--- config.mk ---
export PLATFORM = sky130hd
export DESIGN_NAME = wpn_attack_seq
export DESIGN_NICKNAME = d
export VERILOG_FILES = /design/src/rtl/wpn_pkg.sv /design/src/rtl/wpn_frame_cnt.sv /design/src/rtl/wpn_attack_seq.sv
export SDC_FILE = /design/constraint.sdc
export NUM_CORES = 1
export LEC_CHECK = 0
export BUFFER_PORTS_ARGS = -buffer_cell sky130_fd_sc_hd__buf_2
export CAP_MARGIN = 20
export CORE_MARGIN = 1
export CORE_UTILIZATION = 30
export DETAILED_ROUTE_END_ITERATION = 6
export HOLD_SLACK_MARGIN = 0.02
export PLACE_DENSITY_LB_ADDON = 0.25
export SLEW_MARGIN = 20
export SYNTH_ARGS = -nofsm -noshare
export SYNTH_HDL_FRONTEND = slang
export SYNTH_SLANG_ARGS = --single-unit
--- constraint.sdc ---
create_clock -name clk -period 4.3 [get_ports clk]
set_input_delay 0.645 -clock clk [delete_from_list [all_inputs] [get_ports clk]]
set_output_delay 0.645 -clock clk [all_outputs]
set_load 0.02 [all_outputs]
--- src/rtl/wpn_pkg.sv ---
// wpn_pkg
// Shared types and default constants for the weapon attack sequencer.
//   wpn_state_t : sequencer FSM states
//   wpn_mode_t  : weapon mode selected at attack start
//   DEF_*       : default frame counts / step sizes
//   max_offset  : peak offset magnitude for a frames/step pair
package wpn_pkg;

    typedef enum logic [1:0] {
        ST_IDLE     = 2'd0,
        ST_EXTEND   = 2'd1,
        ST_RETRACT  = 2'd2,
        ST_COOLDOWN = 2'd3
    } wpn_state_t;

    typedef enum logic {
        WPN_MELEE  = 1'b0,
        WPN_RANGED = 1'b1
    } wpn_mode_t;

    localparam int DEF_OFS_W           = 12;
    localparam int DEF_SWING_FRAMES    = 4;
    localparam int DEF_SWING_STEP      = 3;
    localparam int DEF_RECOIL_FRAMES   = 2;
    localparam int DEF_RECOIL_STEP     = 2;
    localparam int DEF_COOLDOWN_FRAMES = 3;
    localparam int FRAME_CNT_W         = 8;

    function automatic int max_offset(input int frames, input int step);
        return frames * step;
    endfunction

endpackage

--- src/rtl/wpn_frame_cnt.sv ---
// wpn_frame_cnt
// Loadable frame-tick counter shared by the attack phases and the cooldown.
//   clk, rst   : clock, synchronous active-high reset
//   load       : clear the count to zero (wins over tick)
//   tick       : advance by one; the count saturates at limit
//   limit      : terminal count for the current phase (must be >= 1)
//   at_limit   : count has already reached limit
//   last_tick  : this tick is the one that brings the count to limit
module wpn_frame_cnt
    import wpn_pkg::*;
#(
    parameter int CNT_W = FRAME_CNT_W
) (
    input  logic             clk,
    input  logic             rst,
    input  logic             load,
    input  logic             tick,
    input  logic [CNT_W-1:0] limit,
    output logic             at_limit,
    output logic             last_tick
);

    logic [CNT_W-1:0] count_reg;

    assign at_limit  = (count_reg == limit);
    assign last_tick = tick && (count_reg == (limit - CNT_W'(1)));

    // Saturating at the limit lets the cooldown phase remember that it has
    // expired while it waits for an outstanding projectile handshake.
    always_ff @(posedge clk) begin
        if (rst || load) begin
            count_reg <= '0;
        end else if (tick && !at_limit) begin
            count_reg <= count_reg + CNT_W'(1);
        end
    end

endmodule

--- src/rtl/wpn_attack_seq.sv ---
// wpn_attack_seq
// Player weapon attack sequencer: melee swing or ranged shot with recoil,
// post-attack cooldown, one-deep click buffer, melee hit strobe and a
// valid/ready projectile spawn handshake.
//   clk, rst        : clock, synchronous active-high reset
//   frame_tick      : one-cycle pulse per video frame
//   mouse_clicked   : mouse button level
//   mode_sel        : 0 melee, 1 ranged (sampled at attack start)
//   pos_x           : player x
//   xpos_MouseCtl   : mouse x
//   anim_active     : high in EXTEND, RETRACT, COOLDOWN
//   facing_left     : facing latched at attack start
//   anim_x_offset   : signed weapon x displacement
//   hit_strobe      : one-clk pulse at the melee peak
//   fire_valid/ready: projectile spawn handshake, fire_dir 1 = left
//   cooldown_busy   : high in COOLDOWN
module wpn_attack_seq
    import wpn_pkg::*;
#(
    parameter int OFS_W           = DEF_OFS_W,
    parameter int SWING_FRAMES    = DEF_SWING_FRAMES,
    parameter int SWING_STEP      = DEF_SWING_STEP,
    parameter int RECOIL_FRAMES   = DEF_RECOIL_FRAMES,
    parameter int RECOIL_STEP     = DEF_RECOIL_STEP,
    parameter int COOLDOWN_FRAMES = DEF_COOLDOWN_FRAMES
) (
    input  logic                    clk,
    input  logic                    rst,
    input  logic                    frame_tick,
    input  logic                    mouse_clicked,
    input  logic                    mode_sel,
    input  logic [11:0]             pos_x,
    input  logic [11:0]             xpos_MouseCtl,
    output logic                    anim_active,
    output logic                    facing_left,
    output logic signed [OFS_W-1:0] anim_x_offset,
    output logic                    hit_strobe,
    output logic                    fire_valid,
    input  logic                    fire_ready,
    output logic                    fire_dir,
    output logic                    cooldown_busy
);

    // Peak offset must fit in the magnitude bits of the signed output.
    if (max_offset(SWING_FRAMES, SWING_STEP) >= (1 << (OFS_W - 1))) begin : g_swing_range
        $error("swing offset does not fit in OFS_W-1 bits");
    end
    if (max_offset(RECOIL_FRAMES, RECOIL_STEP) >= (1 << (OFS_W - 1))) begin : g_recoil_range
        $error("recoil offset does not fit in OFS_W-1 bits");
    end
    if (SWING_FRAMES < 1 || RECOIL_FRAMES < 1 || COOLDOWN_FRAMES < 1) begin : g_frames_min
        $error("frame counts must be at least 1");
    end

    localparam logic [FRAME_CNT_W-1:0] SWING_LIM    = FRAME_CNT_W'(SWING_FRAMES);
    localparam logic [FRAME_CNT_W-1:0] RECOIL_LIM   = FRAME_CNT_W'(RECOIL_FRAMES);
    localparam logic [FRAME_CNT_W-1:0] COOLDOWN_LIM = FRAME_CNT_W'(COOLDOWN_FRAMES);
    localparam logic signed [OFS_W-1:0] SWING_DELTA  = OFS_W'(SWING_STEP);
    localparam logic signed [OFS_W-1:0] RECOIL_DELTA = OFS_W'(RECOIL_STEP);

    wpn_state_t              state_reg,       state_next;
    wpn_mode_t               mode_reg,        mode_next;
    logic signed [OFS_W-1:0] offset_reg,      offset_next;
    logic                    facing_reg,      facing_next;
    logic                    hit_reg,         hit_next;
    logic                    fire_valid_reg,  fire_valid_next;
    logic                    fire_dir_reg,    fire_dir_next;
    logic                    pending_reg,     pending_next;
    logic                    click_reg;
    logic                    click_prev_reg;

    logic                    click_edge;
    logic                    start_attack;
    logic                    new_facing;
    logic                    cnt_load;
    logic                    cnt_at_limit;
    logic                    cnt_last_tick;
    logic [FRAME_CNT_W-1:0]  cnt_limit;
    logic signed [OFS_W-1:0] step_val;
    logic signed [OFS_W-1:0] delta;
    logic                    cooldown_expired;
    logic                    fire_clear;

    // Mouse level is registered first, then edge-detected against its own
    // delayed copy, so the edge is seen one clk after the level is captured.
    assign click_edge = click_reg & ~click_prev_reg;
    assign new_facing = (xpos_MouseCtl < pos_x);

    // Ranged recoil pushes the weapon away from the target, so its sign is
    // flipped relative to the melee swing.
    assign step_val = (mode_reg == WPN_RANGED) ? RECOIL_DELTA : SWING_DELTA;
    assign delta    = (facing_reg ^ (mode_reg == WPN_RANGED)) ? -step_val : step_val;

    assign cnt_limit = (state_reg == ST_COOLDOWN) ? COOLDOWN_LIM :
                       (mode_reg == WPN_RANGED)   ? RECOIL_LIM   : SWING_LIM;

    assign cooldown_expired = cnt_at_limit | cnt_last_tick;
    // Cooldown may only exit once no spawn request is outstanding; a request
    // being accepted this very clk counts as done.
    assign fire_clear = ~fire_valid_reg | fire_ready;

    wpn_frame_cnt #(
        .CNT_W (FRAME_CNT_W)
    ) u_frame_cnt (
        .clk       (clk),
        .rst       (rst),
        .load      (cnt_load),
        .tick      (frame_tick && (state_reg != ST_IDLE)),
        .limit     (cnt_limit),
        .at_limit  (cnt_at_limit),
        .last_tick (cnt_last_tick)
    );

    always_comb begin
        state_next      = state_reg;
        mode_next       = mode_reg;
        offset_next     = offset_reg;
        facing_next     = facing_reg;
        hit_next        = 1'b0;
        fire_valid_next = fire_valid_reg;
        fire_dir_next   = fire_dir_reg;
        pending_next    = pending_reg;
        cnt_load        = 1'b0;
        start_attack    = 1'b0;

        if (fire_valid_reg && fire_ready) begin
            fire_valid_next = 1'b0;
        end

        // One-deep buffer: once pending, later edges have no further effect.
        if (click_edge && (state_reg != ST_IDLE)) begin
            pending_next = 1'b1;
        end

        case (state_reg)
            ST_IDLE: begin
                if (click_edge) begin
                    start_attack = 1'b1;
                end
            end
            ST_EXTEND: begin
                if (frame_tick) begin
                    offset_next = offset_reg + delta;
                    if (cnt_last_tick) begin
                        state_next = ST_RETRACT;
                        cnt_load   = 1'b1;
                        hit_next   = (mode_reg == WPN_MELEE);
                    end
                end
            end
            ST_RETRACT: begin
                if (frame_tick) begin
                    offset_next = offset_reg - delta;
                    if (cnt_last_tick) begin
                        state_next = ST_COOLDOWN;
                        cnt_load   = 1'b1;
                    end
                end
            end
            ST_COOLDOWN: begin
                if (cooldown_expired && fire_clear) begin
                    // An edge arriving on the exit clk is honoured like a
                    // buffered click.
                    if (pending_reg || click_edge) begin
                        start_attack = 1'b1;
                        pending_next = 1'b0;
                    end else begin
                        state_next = ST_IDLE;
                    end
                end
            end
            default: begin
                state_next = ST_IDLE;
            end
        endcase

        if (start_attack) begin
            state_next  = ST_EXTEND;
            mode_next   = wpn_mode_t'(mode_sel);
            facing_next = new_facing;
            offset_next = '0;
            cnt_load    = 1'b1;
            if (mode_sel) begin
                fire_valid_next = 1'b1;
                fire_dir_next   = new_facing;
            end
        end
    end

    always_ff @(posedge clk) begin
        if (rst) begin
            state_reg      <= ST_IDLE;
            mode_reg       <= WPN_MELEE;
            offset_reg     <= '0;
            facing_reg     <= 1'b0;
            hit_reg        <= 1'b0;
            fire_valid_reg <= 1'b0;
            fire_dir_reg   <= 1'b0;
            pending_reg    <= 1'b0;
            click_reg      <= 1'b0;
            click_prev_reg <= 1'b0;
        end else begin
            state_reg      <= state_next;
            mode_reg       <= mode_next;
            offset_reg     <= offset_next;
            facing_reg     <= facing_next;
            hit_reg        <= hit_next;
            fire_valid_reg <= fire_valid_next;
            fire_dir_reg   <= fire_dir_next;
            pending_reg    <= pending_next;
            click_reg      <= mouse_clicked;
            click_prev_reg <= click_reg;
        end
    end

    assign anim_active   = (state_reg != ST_IDLE);
    assign cooldown_busy = (state_reg == ST_COOLDOWN);
    assign facing_left   = facing_reg;
    assign anim_x_offset = offset_reg;
    assign hit_strobe    = hit_reg;
    assign fire_valid    = fire_valid_reg;
    assign fire_dir      = fire_dir_reg;

endmodule
==> results.md, run 1 <==
* Place WS at 1380 ps
* CP Class: reg2reg
* # rows at 31
* Unique masters post-synth at 49
* Synth Cell Area at 0.00228 sq mm
* Pleak at 1.26 nW
* Post-Synthesis Cells at 276
* Routed Wire Length at 5110 microns
* Most frequent cells in the layout: buf_2 (47), ha_1 (30), dfxtp_1 (30)
* F_max at 331 MHz
* CP peak stage delay at 420 ps
* Met2 usage at 24.7%
* Setup_tns at 0 ps
* CTS Hold Bufs at 0
* Io pins at 48
* Worst path slowest cell: dfxtp_1
* Syn Area/Cell at 8.25 sq um
* Fillers at 801
* # setup viols final at 0
* Fin. Hold Viols at 0
* Sequential share of power at 39.8%
* Initial antenna violation count at 0
* Outcome: completed
* CP Cell Sequence: inv_1, ha_1, xor2_1, buf_4, ha_1, a21oi_1, inv_1, o311a_4, o41ai_4, mux2i_1, mux2i_1
* Final period util at 70.3%
* GR Layer Usage met3 at 3.42%
* Fin Clk Skew at 6.99 ps
* Fin crit period at 3020 ps
* Pwr dens at 269 mW/mm^2
* Worst Path Max Fanout at 11
* Via density at 4.82
* Input/output buffers at 47
* Max VDD drop at 0.108 mV
* First-pass GRT wire length at 8740 microns
* Flops & latches, synth at 30
* NetSw at 0.000211 W
* ANT cells at 0
* Share of cells above drive strength 1 at 21.5%
* Worst min-delay path endpoint: click_prev_reg
* First-pass DRT Iterations at 4
* CORE AREA at 0.00729 sq mm
* Worst-case reg-to-reg path depth at 11
* Dpl hpwl at 3860 microns
* Initial core utilization at 31.2%
* DRT iter0 DRCs at 78
* Worst Setup Start Kind: flip-flop
* Die Span Y at 89.1 microns
* CTS root buffer: clkbuf_8
* Largest net degree at the start of global routing at 14
* Number of synthesized flops with an enable pin at 0
* Ys Warns at 0
* CP Data Arrival Time at 3240 ps
* Hold Startpoint: click_reg
* Pint at 0.000521 W
* WHS Path Cells at 1
* Max reg flops at 12
* CTS tree: built
* Vias in the first global route at 1,995
* H-tree depth at 2
* DIE WIDTH at 89.1 microns
* Clock share of power at 40.3%
* Worst-Skew Late Latency at 290 ps
* Total power at 0.000732 W
* DR WL/cell at 12.0 microns
* Reg-to-reg endpoint: anim_x_offset[11]
* Num CTS Buffers at 5
* Logic pwr share at 19.8%
* Grt total ovfl at 0
* R2r setup slk at 1280 ps
* Most common cell after layout, fill and taps aside: buf_2
* Area growth, synth to finish at 19.4%
* Sw Ratio at 28.8%
* Vias post-DR at 2,047
* Nets at 386
* CTS sink cnt at 30
* Number of setup buffers added after CTS at 0
* Max_slew headroom at 36.5%
* Top_reg_cell synth: dfxtp_1
* Syn Nets at 337
* Clk slew on worst S/H paths at 80 ps
* Busiest grt layer: met2
* Area of the die at 0.00794 sq mm
* PostCTS Resize Cnt at 0
* Crit path required time at 4520 ps
* Maxcap violations at 0
* Final hold slack at 464 ps
* Maximum buffer depth of the clock tree at 2
* RSZ-0062 raised after global routing: false
* Antenna Nets Post-Route at 0
* Fin worst setup slack at 1280 ps
* Hold/Removal Path Class: reg2reg
* Post-synth ARST share at 0%
* Worst setup EP type: flip-flop
* DR DRC count at 0
* Reg2reg start: state_reg[0]
* Tightest Pin Transition at 950 ps
* Grt met1 use at 16.5%
* Sequential area share after synthesis at 26.4%
* GRT Total Usage at 14.1%
* Slew Limit Fails at 0
* Gpl congestion at 0.800
==> metal layers <==
metal | up-vias | routed length [microns]
met5 | - | 0
met4 | 0 | 133
met3 | 9 | 224
met2 | 49 | 2370
met1 | 926 | 2390
li1 | 1063 | -
==> cell usage after synthesis (all sizes together) (4+ instances only) <==
cell type	number	area share [%]
nand2b	7	1.9
a21o	4	1.3
nand3	7	1.5
dfxtp	30	26
a21oi	24	5.4
nor2b	9	2.5
buf	4	1.5
ha	30	16
nor2	26	4.3
inv	21	3.5
mux2i	4	1.8
nor3	10	2.4
o21ai	15	3.6
nand2	26	4.3
a211oi	6	2.0
xnor2	13	5.0
==> how the worst max path moves through the flow <==
stage | start | end | slack, ps | depth (start not counted)
after floorplan | facing_left | anim_x_offset[11] | 1210 | 10
after global placement | mode_reg | anim_x_offset[11] | 1450 | 11
after detailed placement | mode_reg | anim_x_offset[11] | 1380 | 11
after CTS | mode_reg | anim_x_offset[11] | 1250 | 11
after global routing | mode_reg | anim_x_offset[11] | 1010 | 11
final | state_reg[0] | anim_x_offset[11] | 1280 | 11
==> cells by family after synthesis <==
group	after synthesis	share of synthesized area, %
AO/OA/AOI/OAI	59	18.0
adder cells (fa/ha/maj)	31	17.4
XOR/XNOR	16	6.15
flip-flops	30	26.4
AND/OR/NAND/NOR	106	23.9
buffers and inverters	28	5.49
multiplexers	6	2.75
==> critical path, delay by kind of cell (launching register included) <==
family | cells | cell delay [ps]
muxes | 2 | 470
adders and majority gates | 2 | 610
xor gates and xnor gates | 1 | 160
buffers and inverters | 3 | 380
AOI/OAI and AO/OA | 3 | 900
DFF | 1 | 420
==> area by class of cell <==
type / instances / area, sq um / area share, %
Multi-Input combinational cell: 218 / 1550 / 57.1
Clock inverter: 3 / 45.0 / 1.66
Tap cell: 99 / 124 / 4.56
Clock buffer: 5 / 68.8 / 2.53
Sequential cell: 30 / 601 / 22.1
Timing Repair Buffer: 49 / 250 / 9.20
Inverter: 21 / 78.8 / 2.90
==> power groups by stage <==
stage                     sequential (W)  clock [W]  combinational (W)
after CTS                       0.000292   0.000307           0.000147
after floorplan                 0.000301          0           0.000101
after global placement          0.000298          0           0.000145
after detailed placement        0.000298          0           0.000146
final                           0.000292   0.000295           0.000145
after global routing            0.000293   0.000315           0.000167
==> per-stage QoR <==
stage,utilization (%),area [sq um],instances
5_1_grt,37.3,2720,425
2_1_floorplan,-,2280,276
6_report,37.3,2720,425
4_1_cts,37.3,2720,425
3_5_place_dp,35.7,2610,417
3_3_place_gp,35.7,2610,417
(Power assumes the default switching activity.)
==> run 2, diff against run 1 <==
clock period = 3.1 ns   (was 4.3 ns; I/O delays follow)
==> run 2 against run 1 <==
Sequential share of layout area decreased by 0.27 points. Hold slack worse by 74 ps. Non-clock buffer count up 1. Clock skew down 0.80 ps. First-iteration DRC count up 32%. Largest cell class unchanged. Largest power group unchanged.
==> results.md, run 2 (synthesized netlist as in run 1, its figures left out) <==
* Area of the die at 0.00794 sq mm
* DR DRC count at 0
* Place WS at 181 ps
* First-pass DRT Iterations at 4
* Slew Limit Fails at 0
* CORE AREA at 0.00729 sq mm
* Num CTS Buffers at 5
* Hold/Removal Path Class: in2reg
* R2r setup slk at 220 ps
* Largest net degree at the start of global routing at 14
* Finished layout cell area at 0.00276 sq mm
* Fin crit period at 2880 ps
* Reg-to-reg endpoint: anim_x_offset[10]
* First-pass GRT wire length at 8420 microns
* GRT Total Usage at 13.6%
* Crit path required time at 3300 ps
* CTS Hold Bufs at 0
* Reg2reg start: state_reg[1]
* H-tree depth at 2
* Nets at 387
* Pint at 0.000828 W
* Initial core utilization at 31.2%
* Maximum buffer depth of the clock tree at 2
* Most common cell after layout, fill and taps aside: buf_2
* CTS sink cnt at 30
* Max_slew headroom at 34.5%
* Via density at 4.74
* Vias post-DR at 2,018
* Max reg flops at 12
* Share of cells above drive strength 1 at 22.9%
* CP peak stage delay at 460 ps
* # rows at 31
* Worst path slowest cell: fa_1
* Placed Area at 0.00261 sq mm
* NetSw at 0.000281 W
* Fin Clk Skew at 6.19 ps
* Metal3 WL at 218 microns
* Area growth, synth to finish at 21.4%
* Worst-Skew Late Latency at 280 ps
* Fin worst setup slack at 221 ps
* Die Span Y at 89.1 microns
* Final hold slack at 390 ps
* Number of setup buffers added after CTS at 0
* Fin. Hold Viols at 0
* Worst-case reg-to-reg path depth at 9
* DRT iter0 DRCs at 103
* Tightest Pin Transition at 980 ps
* F_max at 347 MHz
* CP Class: reg2reg
* # setup viols final at 0
* Clock share of power at 45.2%
* Initial antenna violation count at 0
* Setup_tns at 0 ps
* DIE WIDTH at 89.1 microns
* Sequential share of power at 36.5%
* M1 wire length at 2390 microns
* RSZ-0062 raised after global routing: true
* Most frequent cells in the layout: buf_2 (47), ha_1 (29), dfxtp_1 (28)
* Worst Path Max Fanout at 5
* CTS root buffer: clkbuf_8
* Worst setup EP type: flip-flop
* DR WL/cell at 11.7 microns
* Final period util at 92.9%
* Input/output buffers at 47
* Grt total ovfl at 0
* Pleak at 1.28 nW
* Outcome: completed
* Dpl hpwl at 3800 microns
* Crit path depth at 9
* Antenna Nets Post-Route at 0
* Met2 Routed Length at 2310 microns
* Routed Wire Length at 4990 microns
* Io pins at 48
* Max VDD drop at 0.249 mV
* CP Data Arrival Time at 3080 ps
* CTS tree: built
* Pwr dens at 401 mW/mm^2
* CP Cell Sequence: ha_1, mux2_2, fa_1, a211oi_1, o211ai_1, a311oi_1, xnor2_1, nand2_1, a21oi_1
* Sw Ratio at 25.3%
* Maxcap violations at 0
* PostCTS Resize Cnt at 0
* Vias in the first global route at 1,934
* Worst path buffer plus inverter count at 0
* Gpl congestion at 0.791
* Highest metal used: met4
* Logic pwr share at 18.3%
* CP startpoint: state_reg[1]
* CP delay by family, top: compound AO/OA/AOI/OAI gates
* ANT cells at 0
* Clk slew on worst S/H paths at 70 ps
* Worst Setup Start Kind: flip-flop
* Critical path capture point: anim_x_offset[10]
run 2: power by group through the flow:
| stage | Sequential [W] | Clock, W | Combinational (W) |
|---|---|---|---|
| 2_1_floorplan | 0.000418 | 0 | 0.000140 |
| 3_3_place_gp | 0.000413 | 0 | 0.000201 |
| 3_5_place_dp | 0.000414 | 0 | 0.000203 |
| 4_1_cts | 0.000405 | 0.000514 | 0.000204 |
| 5_1_grt | 0.000407 | 0.000533 | 0.000231 |
| 6_report | 0.000405 | 0.000502 | 0.000203 |
run 2: worst min path at each step:
stage | start | endpoint | depth (start not counted)
5_1_grt | mouse_clicked | click_reg | 2
3_5_place_dp | click_reg | click_prev_reg | 1
6_report | mouse_clicked | click_reg | 2
4_1_cts | mouse_clicked | click_reg | 2
2_1_floorplan | click_reg | click_prev_reg | 1
3_3_place_gp | click_reg | click_prev_reg | 1
run 2: layout make-up:
type | count | area (sq um)
well taps | 99 | 124
inverters | 21 | 78.8
fillers | 795 | 4530
clock inverters | 2 | 60.1
clock buffers | 6 | 82.6
multi-input cells | 218 | 1560
repair buffers | 50 | 258
flip-flops and latches | 30 | 603
run 2: stage by stage:
step,total power [W],util (%),std cells
after detailed placement,0.000616,35.8,418
final,0.00111,37.9,426
after CTS,0.00112,37.8,426
after global placement,0.000614,35.8,418
after global routing,0.00117,37.9,426
after floorplan,0.000557,-,276
run 2: per-layer routing:
layer  track usage, %  vias to the layer above
met5                0                        -
met4             5.77                        0
met3             3.42                        6
met2             23.2                       44
met1             16.2                      902
li1                 -                     1066
==> run 3, diff against run 2 <==
SYNTH_HIERARCHICAL = 1   (was not set)
==> run 3 against run 2 <==
Clock power decreased by 32%. Via count increased by 18%. Hold slack lost 2.6 ps. Core utilization up 3.1 points. Final area is 17% higher. Wire length up 22%. Flip-flop and latch count did not move. Critical path depth grew 6. First-iteration DRC count decreased by 5.8%. Register-to-register slack got worse by 200 ps. Critical path type unchanged.
==> results.md, run 3 <==
* Outcome: completed
* Worst-Skew Late Latency at 290 ps
* Maxcap violations at 0
* Input/output buffers at 47
* Final period util at 99.3%
* Flops & latches, synth at 30
* Initial antenna violation count at 0
* Largest net degree at the start of global routing at 14
* Logic pwr share at 57.2%
* Setup_tns at 0 ps
* DIE WIDTH at 93.2 microns
* Pwr dens at 606 mW/mm^2
* Max reg flops at 12
* Share of cells above drive strength 1 at 29.6%
* Top_reg_cell synth: dfxtp_1
* Place WS at 2.62 ps
* Area growth, synth to finish at 29.5%
* CTS root buffer: clkbuf_8
* Sw Ratio at 43.6%
* First-pass DRT Iterations at 6
* Area of the die at 0.00869 sq mm
* Fin crit period at 3080 ps
* Hold/Removal Path Class: in2reg
* Clk slew on worst S/H paths at 70 ps
* Post-synth ARST share at 0%
* Pint at 0.00110 W
* DRT iter0 DRCs at 97
* Syn Area/Cell at 8.07 sq um
* Number of synthesized flops with an enable pin at 0
* Worst Setup Start Kind: flip-flop
* Vias in the first global route at 2,311
* Crit path required time at 3330 ps
* Fin worst setup slack at 20.7 ps
* Most common cell after layout, fill and taps aside: buf_2
* Sequential share of power at 25.6%
* RSZ-0062 raised after global routing: true
* F_max at 325 MHz
* First-pass GRT wire length at 10,500 microns
* Fin. Hold Viols at 0
* Util after Layout at 41.0%
* # rows at 32
* Grt total ovfl at 0
* Yosys top cell area share at 24.1%
* Most numerous cell in the Yosys netlist: dfxtp_1
* H-tree depth at 2
* Vias post-DR at 2,375
* Slew Limit Fails at 0
* CORE AREA at 0.00789 sq mm
* Via density at 4.84
* Fillers at 805
* Fin Clk Skew at 6.55 ps
* Most frequent cells in the layout: buf_2 (47), dfxtp_1 (27), ha_1 (25), buf_4 (25), inv_1 (23)
* Initial core utilization at 31.6%
* ANT cells at 0
* DR WL/cell at 12.4 microns
* CTS sink cnt at 30
* Commonest cells post-synth: dfxtp_1 (30), ha_1 (27), inv_1 (26), nor2_1 (26), a21oi_1 (24)
* Pleak at 1.50 nW
* Synth area leader: dfxtp_1
* Num CTS Buffers at 5
* Max VDD drop at 0.201 mV
* Routed Wire Length at 6090 microns
* Clock share of power at 17.3%
* CP Data Arrival Time at 3310 ps
* Post-Synthesis Cells at 309
* Maximum buffer depth of the clock tree at 2
* Gpl congestion at 0.815
* Worst setup EP type: flip-flop
* Io pins at 48
* DR DRC count at 0
* Nets at 446
* Die Span Y at 93.2 microns
* Antenna Nets Post-Route at 0
* Dpl hpwl at 4760 microns
* Unique masters post-synth at 58
* GRT Total Usage at 15.1%
* Sequential area share after synthesis at 24.1%
* Synth Cell Area at 0.00249 sq mm
* Total power at 0.00196 W
* # setup viols final at 0
* CTS Hold Bufs at 0
* Worst Path Max Fanout at 5
* Final hold slack at 387 ps
* Top post-synthesis cells by area: dfxtp_1 (24%), ha_1 (14%), xnor2_1 (4.9%)
* CTS tree: built
* NetSw at 0.000854 W
* Ys Warns at 6
* CP Class: reg2reg
run 3: cell types whose count changed in the layout (fill, tap and decap cells not counted), sizes merged, moves of 6 or more:
cell / previous run / this run
nand4: 1 / 7
conb: 0 / 12
xor2: 3 / 10
buf: 50 / 72
inv: 21 / 27
run 3: cell families (layout without fill, tap and decap cells):
group                    Yosys count  in the layout  share of synthesized area, %
AND/OR/NAND/NOR                  101            101                          21.9
AO/OA/AOI/OAI                     76             76                          19.4
buffers and inverters             38            107                          6.47
adder cells (fa/ha/maj)           30             30                          15.2
flip-flops                        30             30                          24.1
XOR/XNOR                          25             25                          9.53
multiplexers                       8              8                          3.26
other                              1             12                         0.150
run 3: timing repair:
action | 4_1_cts | 5_1_grt
buffers inserted | 0 | 5
gates resized for setup | 2 | 13
endpoints found under the hold margin | 0 | 0
pin swaps | 1 | 17
setup endpoints to repair | 1 | 14
run 3: layout make-up:
cell class	instances	area [sq um]	share of cell area, %
multi-input combinational	252	1870	58.0
clock buffer	6	82.6	2.56
inverter	27	104	3.21
tap	102	128	3.95
sequential	30	609	18.9
clock inverter	2	12.5	0.387
timing repair buffer	72	423	13.1
run 3: power groups by stage:
stage | sequential (W) | combinational (W) | clock, W
after global placement | 0.000505 | 0.00106 | 0
after CTS | 0.000500 | 0.00108 | 0.000353
after detailed placement | 0.000508 | 0.00107 | 0
after floorplan | 0.000536 | 0.000734 | 0
after global routing | 0.000509 | 0.00124 | 0.000371
final | 0.000500 | 0.00112 | 0.000339
run 3: metal layers:
layer | part of all wire [%] | global-route usage, % | vias up
li1 | - | - | 1236
met1 | 50 | 20.0 | 1081
met4 | 1.4 | 5.51 | 0
met2 | 45 | 24.2 | 50
met3 | 4.0 | 3.17 | 8
met5 | 0 | 0 | -
run 3: through the flow:
| stage | instances | area (sq um) |
|---|---|---|
| after floorplan | 320 | 2590 |
| after detailed placement | 478 | 3040 |
| final | 491 | 3230 |
| after global routing | 491 | 3230 |
| after CTS | 486 | 3150 |
| after global placement | 478 | 3040 |
run 3: worst max-delay path, stage by stage, from the launching register on:
cell and delay (ps):
dfxtp_4 380, ha_4 160, nor2_4 40, or4_4 500, nor4_4 260, xnor2_1 170
nor4b_2 70, and3_1 160, or2_4 240, o2111ai_2 90, a21oi_2 100, inv_2 80
nand2_2 50, or2_4 230, or4_4 420, nand2_2 60
run 3: final timing paths:
| kind | slack, ps | startpoint | cells past startpoint | to |
|---|---|---|---|---|
| setup / recovery | 20 | state_reg[0] | 15 | u_frame_cnt/count_reg[5] |
| hold / removal | 390 | mouse_clicked | 2 | click_reg |
| setup reg to reg | 20 | state_reg[0] | 15 | u_frame_cnt/count_reg[5] |
| hold reg to reg | 460 | click_reg | 1 | click_prev_reg |
